===== src/rtl/branch_ctrl.sv =====
// Purpose: ID-stage branch resolution, PC sequencing, IF/ID flush and comparator-operand hazard stall.
// Latency: Taken/Flush/Stall are combinational this cycle; PC redirect, state and TakenCount update at the next Clk edge.
// Backpressure: Stall holds PC and IF/ID (bubble into ID/EX); one extra HOLD cycle covers a load in EX.
//
// Ports:
//   Clk, Reset_n                  clock, asynchronous active-low reset
//   BranchOp                      ID instruction class (000 none .. 111 j/jal)
//   Zero, Sign                    ID comparator flags for (A - B)
//   BranchTarget, JumpTarget      candidate redirect addresses
//   RsID/RtID, UsesRs/UsesRt      comparator sources and whether each is read
//   WriteReg_EX, RegWrite_EX, MemRead_EX   EX-stage producer
//   WriteReg_MEM, MemRead_MEM     MEM-stage producer (only loads matter here)
//   PC                            registered fetch address
//   Stall, Flush, Taken           front-end control for this cycle
//   TakenCount                    wrapping count of redirects since reset
module branch_ctrl #(
    parameter logic [31:0] PC_RESET = 32'h0000_0000
) (
    input  logic        Clk,
    input  logic        Reset_n,
    input  logic [2:0]  BranchOp,
    input  logic        Zero,
    input  logic        Sign,
    input  logic [31:0] BranchTarget,
    input  logic [31:0] JumpTarget,
    input  logic [4:0]  RsID,
    input  logic [4:0]  RtID,
    input  logic        UsesRs,
    input  logic        UsesRt,
    input  logic [4:0]  WriteReg_EX,
    input  logic        RegWrite_EX,
    input  logic        MemRead_EX,
    input  logic [4:0]  WriteReg_MEM,
    input  logic        MemRead_MEM,
    output logic [31:0] PC,
    output logic        Stall,
    output logic        Flush,
    output logic        Taken,
    output logic [15:0] TakenCount
);

    localparam logic [2:0] OP_NONE = 3'b000;
    localparam logic [2:0] OP_BEQ  = 3'b001;
    localparam logic [2:0] OP_BNE  = 3'b010;
    localparam logic [2:0] OP_BLEZ = 3'b011;
    localparam logic [2:0] OP_BGTZ = 3'b100;
    localparam logic [2:0] OP_BLTZ = 3'b101;
    localparam logic [2:0] OP_BGEZ = 3'b110;
    localparam logic [2:0] OP_JUMP = 3'b111;

    typedef enum logic {
        RUN  = 1'b0,
        HOLD = 1'b1
    } state_t;

    state_t      state;
    state_t      state_nxt;
    logic [31:0] pc_nxt;
    logic        haz_ex;
    logic        haz_mem;
    logic        is_cond;
    logic        cond_true;
    logic        stall_int;
    logic        taken_int;

    // $0 is hardwired to zero, so a "write" to it never creates a dependency.
    function automatic logic src_match(input logic used, input logic [4:0] src,
                                       input logic [4:0] dst);
        return used && (src != 5'd0) && (src == dst);
    endfunction

    // Hazard detection and next-state.
    always_comb begin
        haz_ex    = RegWrite_EX &&
                    (src_match(UsesRs, RsID, WriteReg_EX) || src_match(UsesRt, RtID, WriteReg_EX));
        haz_mem   = MemRead_MEM &&
                    (src_match(UsesRs, RsID, WriteReg_MEM) || src_match(UsesRt, RtID, WriteReg_MEM));
        is_cond   = (BranchOp != OP_NONE) && (BranchOp != OP_JUMP);
        stall_int = 1'b0;
        state_nxt = RUN;
        case (state)
            RUN: begin
                stall_int = is_cond && (haz_ex || haz_mem);
                // A load in EX still needs its MEM cycle before data can be forwarded
                // to ID, so spend one more cycle in HOLD regardless of what arrives.
                if (stall_int && MemRead_EX && haz_ex) begin
                    state_nxt = HOLD;
                end
            end
            HOLD: begin
                stall_int = 1'b1;
                state_nxt = RUN;
            end
            default: begin
                stall_int = 1'b0;
                state_nxt = RUN;
            end
        endcase
    end

    // Branch condition decode and redirect.
    always_comb begin
        cond_true = 1'b0;
        case (BranchOp)
            OP_NONE: cond_true = 1'b0;
            OP_BEQ:  cond_true = Zero;
            OP_BNE:  cond_true = !Zero;
            OP_BLEZ: cond_true = Sign || Zero;
            OP_BGTZ: cond_true = !Sign && !Zero;
            OP_BLTZ: cond_true = Sign;
            OP_BGEZ: cond_true = !Sign;
            OP_JUMP: cond_true = 1'b1;
            default: cond_true = 1'b0;
        endcase

        // A stalled branch is resolved only once its operands are valid.
        taken_int = !stall_int && cond_true;

        pc_nxt = PC + 32'd4;
        if (stall_int) begin
            pc_nxt = PC;
        end else if (taken_int && (BranchOp == OP_JUMP)) begin
            pc_nxt = JumpTarget & ~32'd3;
        end else if (taken_int) begin
            pc_nxt = BranchTarget & ~32'd3;
        end
    end

    assign Stall = stall_int;
    assign Taken = taken_int;
    assign Flush = taken_int;

    always_ff @(posedge Clk or negedge Reset_n) begin
        if (!Reset_n) begin
            state      <= RUN;
            PC         <= PC_RESET;
            TakenCount <= 16'd0;
        end else begin
            state <= state_nxt;
            PC    <= pc_nxt;
            if (taken_int) begin
                TakenCount <= TakenCount + 16'd1;
            end
        end
    end

endmodule


===== config.mk =====
export PLATFORM = sky130hd
export DESIGN_NAME = branch_ctrl
export DESIGN_NICKNAME = d
export VERILOG_FILES = /design/src/rtl/branch_ctrl.sv
export SDC_FILE = /design/constraint.sdc
export NUM_CORES = 1
export LEC_CHECK = 0
export ABC_CLOCK_PERIOD_IN_PS = 4700
export BUFFER_PORTS_ARGS = -buffer_cell sky130_fd_sc_hd__buf_2
export CAP_MARGIN = 20
export CORE_MARGIN = 2
export CORE_UTILIZATION = 40
export CTS_BUF_LIST = sky130_fd_sc_hd__clkbuf_4 sky130_fd_sc_hd__clkbuf_8
export CTS_CLUSTER_SIZE = 28
export DETAILED_ROUTE_END_ITERATION = 7
export HOLD_SLACK_MARGIN = 0.06
export PLACE_DENSITY = 0.82
export SLEW_MARGIN = 20
export SYNTH_ARGS = -nofsm -noshare
export SYNTH_HDL_FRONTEND = slang
export SYNTH_SLANG_ARGS = --single-unit

===== constraint.sdc =====
create_clock -name Clk -period 4.7 [get_ports Clk]
set_input_delay 0.235 -clock Clk [delete_from_list [all_inputs] [get_ports Clk]]
set_output_delay 0.235 -clock Clk [all_outputs]
set_load 0.01 [all_outputs]

=== After elaboration in Yosys (flattened, before gate mapping) ===
Cells that the tools add are included.

* Flip-flop bits (word level): 49
* Logic and storage cells: 50
* Output and inout port bits: 51

* Multiplexer cells: 6
* Reduce and logical (&&, ||, !) cells: 26
* Equality and inequality tests: 12
* Bitwise logic cells: 1
* $add $sub $neg: 2

{| class="wikitable"
|+ Operator list
! kind !! number
|-
| $mux W32 || 2
|-
| $add A32 B3 Y32 const B || 1
|-
| $eq A5 B5 Y1 || 4
|-
| $add A16 B1 Y16 const B || 1
|-
| $logic_and A1 B1 Y1 || 15
|-
| $eq A3 B3 Y1 const B || 4
|-
| $reduce_bool A5 Y1 || 2
|-
| $pmux W1 S8 || 1
|-
| $eq A3 B2 Y1 const B || 2
|-
| $logic_or A1 B1 Y1 || 4
|-
| $pmux W1 S2 || 2
|-
| $eq A3 B1 Y1 const B || 1
|-
| $logic_not A1 Y1 || 3
|-
| $logic_not A3 Y1 || 1
|-
| $ne A3 B3 Y1 const B || 1
|-
| $reduce_bool A3 Y1 || 1
|-
| $mux W1 || 1
|-
| $not A1 Y1 || 1
|}

=== Logic depth before layout (Yosys ltp) ===
Gate-level depths: netlist (run 1).

* Word-level depth: 12
* Mapped depth: 10

=== Least setup slack after synthesis (run 1) ===
Ideal clock, no wire load.

* Kind: input to register
* Start: input port RsID[1]
* End: register TakenCount[1]
* Stages on the path: 8
* Library setup time: 125 ps
* Path slack: 2500 ps
* Arrival: 2075 ps
* Path through: or4_1 -> o21ai_2 -> nor4_1 -> o211ai_1 -> nand3b_2 -> buf_6 -> nor2_1 -> mux2_2

* Cells in the longest elaborated chain, start to end: 10
* Elaborated cells on any way between the ends: 15
* Classes of those cells: 2 x eq/ne; 1 x mux; 12 x reduce/logical

{| class="wikitable"
|+ RTL lines
! what !! line !! source
|-
| from (decl) || 26 || <nowiki>input logic [4:0] RsID,</nowiki>
|-
| $reduce_bool A5 Y1 || 69 || <nowiki>return used && (src != 5'd0) && (src == dst);</nowiki>
|-
| $logic_and A1 B1 Y1 (2 in series) || 69 ||
|-
| $logic_or A1 B1 Y1 (on tied branches) || 75, 77 ||
|-
| $logic_and A1 B1 Y1 (on tied branches) || 74, 76 ||
|-
| $logic_or A1 B1 Y1 * || 83 || <nowiki>stall_int = is_cond && (haz_ex || haz_mem);</nowiki>
|-
| $logic_and A1 B1 Y1 * || 83 ||
|-
| $pmux W1 S2 * || 81 || <nowiki>case (state)</nowiki>
|-
| $logic_not A1 Y1 * || 117 || <nowiki>taken_int = !stall_int && cond_true;</nowiki>
|-
| $logic_and A1 B1 Y1 * || 117 ||
|-
| net Flush || 37 || <nowiki>output logic Flush,</nowiki>
|-
| to (signal assigned) || 142 || <nowiki>TakenCount <= TakenCount + 16'd1;</nowiki>
|-
| to (decl) || 39 || <nowiki>output logic [15:0] TakenCount</nowiki>
|}

Mark *: on every way through the listed nets, which the timed path passes. The rest lies on a longest branch.
A chain may end at the register's enable or synchronous reset.

=== Worst setup path in the final report (run 1) ===
* Start: register PC[2]
* End: register PC[24]

* Cells in the longest elaborated chain, start to end: 3

{| class="wikitable"
|+ RTL lines
! what !! line !! source
|-
| from (decl) || 35 || <nowiki>output logic [31:0] PC,</nowiki>
|-
| from (signal assigned) || 140 || <nowiki>PC <= pc_nxt;</nowiki>
|-
| $add A32 B3 Y32 || 119 || <nowiki>pc_nxt = PC + 32'd4;</nowiki>
|-
| $mux W32 || 124 || <nowiki>end else if (taken_int) begin</nowiki>
|-
| $mux W32 || 122 || <nowiki>end else if (taken_int && (BranchOp == OP_JUMP)) begin</nowiki>
|}

No other way between the ends.

==> results of run 1 <==
==> worst max-delay path: stages (launching register included) <==
cell and delay [ns]:
dfrtp_1 0.46, ha_1 0.25, nand4_1 0.15, nor2_1 0.76, nand3_1 0.19, xnor2_1 0.18
o21ai_0 0.09, a221oi_1 0.29, a21oi_1 0.08
==> cell families after synthesis <==
logic type / Yosys count / share of synthesized area [%]
and+or+nand+nor: 143 / 23.05
AOI/OAI and AO/OA: 105 / 19.52
xor gates and xnor gates: 57 / 15.13
DFF: 47 / 35.63
buffers and inverters: 35 / 4.852
muxes: 3 / 0.9477
adders and majority gates: 2 / 0.7580
other: 1 / 0.1136
==> power by group through the flow <==
stage,Sequential [mW],Combinational [mW],Clock (mW)
finish,0.619,0.506,0.256
global route,0.633,0.561,0.277
CTS,0.617,0.510,0.259
detailed placement,0.624,0.509,0
global placement,0.617,0.490,0
floorplan,0.644,0.264,0
==> stage by stage <==
| stage | hold WS (ns) | cell area [um2] |
|---|---|---|
| global route | 0.1583 | 4150 |
| floorplan | -0.06059 | 3304 |
| CTS | 0.1549 | 4138 |
| global placement | 0.4524 | 4049 |
| detailed placement | 0.4511 | 4049 |
| finish | 0.1677 | 4150 |
==> worst max-delay path by stage <==
stage / from / endpoint / slack [ns] / cells past startpoint
4_1_cts: PC[2]$_DFFE_PN0P_ / PC[24]$_DFFE_PN0P_ / 2.07 / 8
2_1_floorplan: RsID[1] / TakenCount[1]$_DFFE_PN0P_ / 2.50 / 8
3_3_place_gp: RsID[1] / PC[23]$_DFFE_PN0P_ / 2.08 / 9
3_5_place_dp: RsID[1] / PC[23]$_DFFE_PN0P_ / 2.01 / 9
5_1_grt: PC[2]$_DFFE_PN0P_ / PC[24]$_DFFE_PN0P_ / 1.86 / 8
6_report: PC[2]$_DFFE_PN0P_ / PC[24]$_DFFE_PN0P_ / 2.13 / 8
==> layout by cell type, fill, tap and decap left out, drive strengths merged, types with 3 or more instances in the layout <==
master  synthesis  final
inv             8      8
a21oi          34     34
nand3          24     24
and3            8      8
xor2           34     34
nor4           12     12
nor2           26     26
o21ai          36     36
a211oi         14     14
nor3            8      8
nor3b           3      3
nand4          13     13
buf            10    144
clkbuf         17      5
xnor2          23     23
dfrtp          47     47
nand2          37     37
a221oi          3      3
==> layer usage <==
layer / wire [um] / track usage [%] / up-vias / share of wire [%]
li1: - / - / 1667 / -
met1: 4249 / 28.92 / 1619 / 44
met2: 4629 / 34.40 / 127 / 48
met3: 627 / 3.432 / 12 / 6.5
met4: 157 / 5.918 / 0 / 1.6
met5: 0 / 0 / - / 0
==> what timing repair did <==
item / in CTS / in global routing
setup buffers: 0 / 0
hold buffers: 0 / 1
hold endpoints to repair: 0 / 47
==> final cells by class <==
type / instances / area [um2] / share of cell area (%)
clock buffers: 5 / 68.82 / 1.658
clock inverters: 3 / 20.02 / 0.4824
inverters: 8 / 30.03 / 0.7235
multi-input cells: 312 / 1981 / 47.72
flip-flops and latches: 47 / 1176 / 28.34
well taps: 105 / 131.4 / 3.166
repair buffers: 145 / 743.2 / 17.91
==> cells in the mapped netlist, drive strengths merged, types with 3 or more instances <==
library cell and count:
nor2 26, nand3 24, nor3b 3, a211oi 14
buf 10, a221oi 3, and3 8, nand4 13
nor4 12, inv 8, a21oi 34, clkbuf 17
xnor2 23, dfrtp 47, o21ai 36, xor2 34
nor3 8, nand2 37
==> registers in the layout (all words and copies together) (netlist names) <==
register / cells
state: 1
TakenCount: 16
PC: 30
==> impl_results.md, run 1 <==
- Placer Congestion: 0.8850
- Clock insertion delay at the later pin of the skew report: 0.31 ns
- Largest net degree at the start of global routing: 65
- RSZ-0062 raised after global routing: false
- Die height: 94.84 um
- Flop2flop setup slack: 2.13 ns
- Initial antenna violation count: 0
- WL per Instance: 15.46 um
- Cell count of the worst reg-to-reg path: 8
- Sequential area share after synthesis: 35.63%
- I/O Pins: 147
- Core Area: 8093 um2
- CTS tree: built
- Int Power: 0.8293 mW
- Synthesis-stage register bit count: 47
- Warnings, synthesis: 0
- Setup WS post-layout: 2.129 ns
- Minimum clock period after layout: 2.571 ns
- First DRT Iteration DRCs: 144
- Setup-failing EPs final: 0
- Flop pwr share: 44.8%
- Die area: 8995 um2
- Fillers: 792
- Main flop type after synthesis: dfrtp_1
- Clock Pin Slew Worst Setup and Hold Paths: 0.10 ns
- Layout area overhead: 25.74%
- Critical Path RT: 4.87 ns
- FFs w/ async S/R, synth: 100.0%
- Top area cells in the synthesized netlist: dfrtp_1 36%, xor2_1 9.0%, xnor2_1 6.1%
- Fin cells: 625
- H-tree lvl count: 2
- Post-Syn Instances: 393
- Critical Path AT: 2.74 ns
- Fraction of the cycle the final worst path needs: 54.71%
- Pleak: 1.833 nW
- CTS root buffer: clkbuf_8
- GR Overflow Total: 0
- Slew Limit Headroom: 35.35%
- Die X: 94.84 um
- Sink Count: 47
- Kind of start point of the critical path: flop
- CTS Buf Count: 5
- Global-route wire length before repair: 14,990 um
- Worst reg2reg path startpoint: PC[2]$_DFFE_PN0P_
- Number of library cell types mapped by synthesis: 54
- Worst hold path type: in -> reg
- Switching pwr: 0.5514 mW
- Place WS: 2.009 ns
- Max-cap violations: 0
- Setup TNS: 0 ns
- Via density: 5.480
- Final Hold Fails: 0
- Crit Path Max Fanout: 11
- Power Dens Cells: 332.7 nW/um2
- Sw frac: 39.93%
- Worst Hold Endpoint: PC[23]$_DFFE_PN0P_
- Max IR drop VDD: 0.1400 mV
- Buffers on Ports: 140
- Clk buf depth: 2
- Pins Over Slew Limit: 0
- Vias in the first global route: 3,057
- Slew at the pin closest to its max-slew limit: 0.9661 ns
- Rows: 33
- DRC: 0
- Status: finished, final reports clean
- Share of post-route cells with drive strength above 1: 31.35%
- Clock skew: 0.01340 ns
- Dpl hpwl: 7016 um
- FMAX: 388.9 MHz
- Post-Place Cells: 616
- GR Util All Layers: 21.07%
- Combinational Power Share: 36.7%
- Final Core Density: 51.28%
- Final Total Pwr: 1.381 mW
- Initial DRT Pass Iterations: 4
- WL final: 9663 um
- Nets: 617
- Vias post-DR: 3,425
- Initial core utilization: 40.79%
- CP Class: reg -> reg
- Reg2Reg Capture Point: PC[24]$_DFFE_PN0P_
- Clk pwr share: 18.5%
- CTS resizes: 0
- Post-synth EDFFs: 0
- Synthesized area per cell: 8.399 um2
- Top cell type's share of synthesized area: 35.63%
- Worst hold start: JumpTarget[23]
- Synth area leader: dfrtp_1
- Kind of end point of the critical path: flop
- Hold path depth: 2
- Diode count: 0
- Antenna viol nets, final: 0
- Netlist Area Pre-Place: 3301 um2
Power figures use the tool's default switching activity.
==> run 2: changes to the inputs <==
Settings changed: ABC_CLOCK_PERIOD_IN_PS 4700 to 2680.
Clock period 4.7 ns to 2.68 ns, I/O delays scaled along.
==> run 2 against run 1 <==
  * Cell count increased by 1.1%
  * Clock power increased by 89%
  * Die area unchanged
  * Critical path depth increased by 1
  * Clock skew decreased by 0.0058 ns
  * Core utilization increased by 1.0 points
  * Routed wire length increased by 2.1%
  * First-iteration DRC count increased by 22%
==> impl_results.md, run 2 (synthesis results as in run 1) <==
- Max-cap violations: 0
- Diode count: 0
- Clock insertion delay at the later pin of the skew report: 0.29 ns
- Cell count of the worst reg-to-reg path: 8
- Kind of end point of the critical path: output port
- Critical path launch point: RtID[1]
- Sink Count: 47
- Setup-failing EPs final: 0
- Vias in the first global route: 3,281
- Top Registers: PC (30), TakenCount (16), state (1)
- CTS Hold Bufs: 0
- CTS tree: built
- CTS resizes: 0
- Rows: 33
- Layout area overhead: 28.24%
- Via density: 5.560
- RSZ-0062 raised after global routing: false
- Initial DRT Pass Iterations: 4
- Worst Hold Endpoint: PC[3]$_DFFE_PN0P_
- Flop2flop setup slack: 0.64 ns
- Worst reg2reg path startpoint: PC[10]$_DFFE_PN0P_
- Placed instance area: 4106 um2
- CP max stage delay: 0.52 ns
- Pins Over Slew Limit: 0
- Worst path buffer plus inverter count: 3
- Design Area, Final: 4233 um2
- Critical Path RT: 2.55 ns
- CP most frequent cell: buf_2
- Slew Limit Headroom: 57.45%
- # Post-CTS Setup Buffers: 0
- Largest net degree at the start of global routing: 58
- Setup TNS: 0 ns
- Slew at the pin closest to its max-slew limit: 0.6382 ns
- Global-route wire length before repair: 15,620 um
- Initial antenna violation count: 0
- H-tree lvl count: 2
- GR Util All Layers: 21.78%
- Reg2Reg Capture Point: PC[28]$_DFFE_PN0P_
- CP Class: in -> out
- Commonest non-fill, non-tap cells in the layout: 139 x buf_2, 47 x dfrtp_1, 37 x nand2_1
- Final Hold Fails: 0
- FMAX: 452.6 MHz
- Hold path depth: 2
- Die height: 94.84 um
- Critical Path, Cell by Cell: buf_2 -> or4_1 -> o21ai_1 -> nor4_1 -> o211ai_2 -> nand3b_2 -> buf_4 -> nor2_1 -> buf_2
- Dpl hpwl: 7122 um
- Pleak: 1.883 nW
- Max IR drop VDD: 0.2315 mV
- CTS root buffer: clkbuf_8
- Final Core Density: 52.30%
- I/O Pins: 147
- Crit Path Max Fanout: 19
- Die X: 94.84 um
- Die area: 8995 um2
- Core Area: 8093 um2
- Initial core utilization: 40.79%
- Clock Pin Slew Worst Setup and Hold Paths: 0.09 ns
- Clk buf depth: 2
- Crit path max-delay family: simple AND/OR/NAND/NOR gates
- Worst hold path type: in -> reg
- Fillers: 801
- Vias post-DR: 3,514
- Slowest stage cell, crit path: or4_1
- Fraction of the cycle the final worst path needs: 82.44%
- Antenna viol nets, final: 0
- Placer Congestion: 0.8603
- Buffers on Ports: 140
- WL per Instance: 15.61 um
- Clock skew: 0.007556 ns
- Final Total Pwr: 2.470 mW
- CTS Buf Count: 5
- First DRT Iteration DRCs: 176
- Most common cell after layout, fill and taps aside: buf_2
- Status: finished, final reports clean
- Power Dens Cells: 583.4 nW/um2
- Share of post-route cells with drive strength above 1: 32.07%
- Critical Path AT: 2.08 ns
- Worst hold start: JumpTarget[3]
- Kind of start point of the critical path: input port
- Max reg flops: 30
- Nets: 624
- DRC: 0
- Minimum clock period after layout: 2.209 ns
- Most flop-heavy register: PC
- WL final: 9865 um
- GR Overflow Total: 0
==> run 2: cell types whose count changed in the layout (fill, tap and decap cells not counted) <==
cell,change
clkinvlp_4,-1
clkbuf_8,+2
buf_4,+5
clkinv_2,-1
dlygate4sd3_1,+1
buf_12,+1
==> run 2: per-layer routing <==
layer | GRT usage, % | wire (um)
met4 | 7.367 | 119
met5 | 0 | 0
met2 | 37.12 | 4850
met1 | 28.35 | 4239
met3 | 3.033 | 656
==> run 2: worst max path at each step <==
stage / slack (ns) / end / cells past startpoint
after floorplan: 0.58 / PC[28]$_DFFE_PN0P_ / 8
after CTS: 0.46 / Taken / 9
after global routing: 0.29 / Flush / 9
after detailed placement: 0.27 / TakenCount[1]$_DFFE_PN0P_ / 9
final: 0.47 / Taken / 9
after global placement: 0.36 / TakenCount[1]$_DFFE_PN0P_ / 9
==> run 2: stage by stage <==
stage	std cells	hold WS (ns)	setup WS (ns)
after floorplan	394	-0.1616	0.5775
after global placement	622	0.3739	0.3648
after detailed placement	622	0.3734	0.2707
after CTS	630	0.06141	0.4617
after global routing	632	0.07577	0.2887
final	632	0.07477	0.4706
==> run 2: worst reg2reg max path, cell delays in order, from the launching register on <==
cell	delay (ns)
dfrtp_1	0.50
nand4_1	0.17
nor3_2	0.21
buf_4	0.19
nand3_1	0.16
or3_1	0.38
a31oi_1	0.16
a21oi_1	0.06
o21ai_0	0.15
==> run 2: where the power goes <==
part	switching, mW	internal (mW)	leakage, nW
clock network	0.250	0.235	0.0505
logic	0.488	0.413	1.28
registers	0.215	0.869	0.555
total	0.953	1.52	1.88
==> run 2: final cells by class <==
type / count / area, um2 / area share (%)
Tap cell: 105 / 131.4 / 3.104
Clock buffer: 7 / 96.34 / 2.276
Clock inverter: 1 / 7.507 / 0.1774
Multi-Input combinational cell: 312 / 1981 / 46.79
Inverter: 8 / 30.03 / 0.7094
Sequential cell: 47 / 1176 / 27.79
Timing Repair Buffer: 152 / 810.8 / 19.15
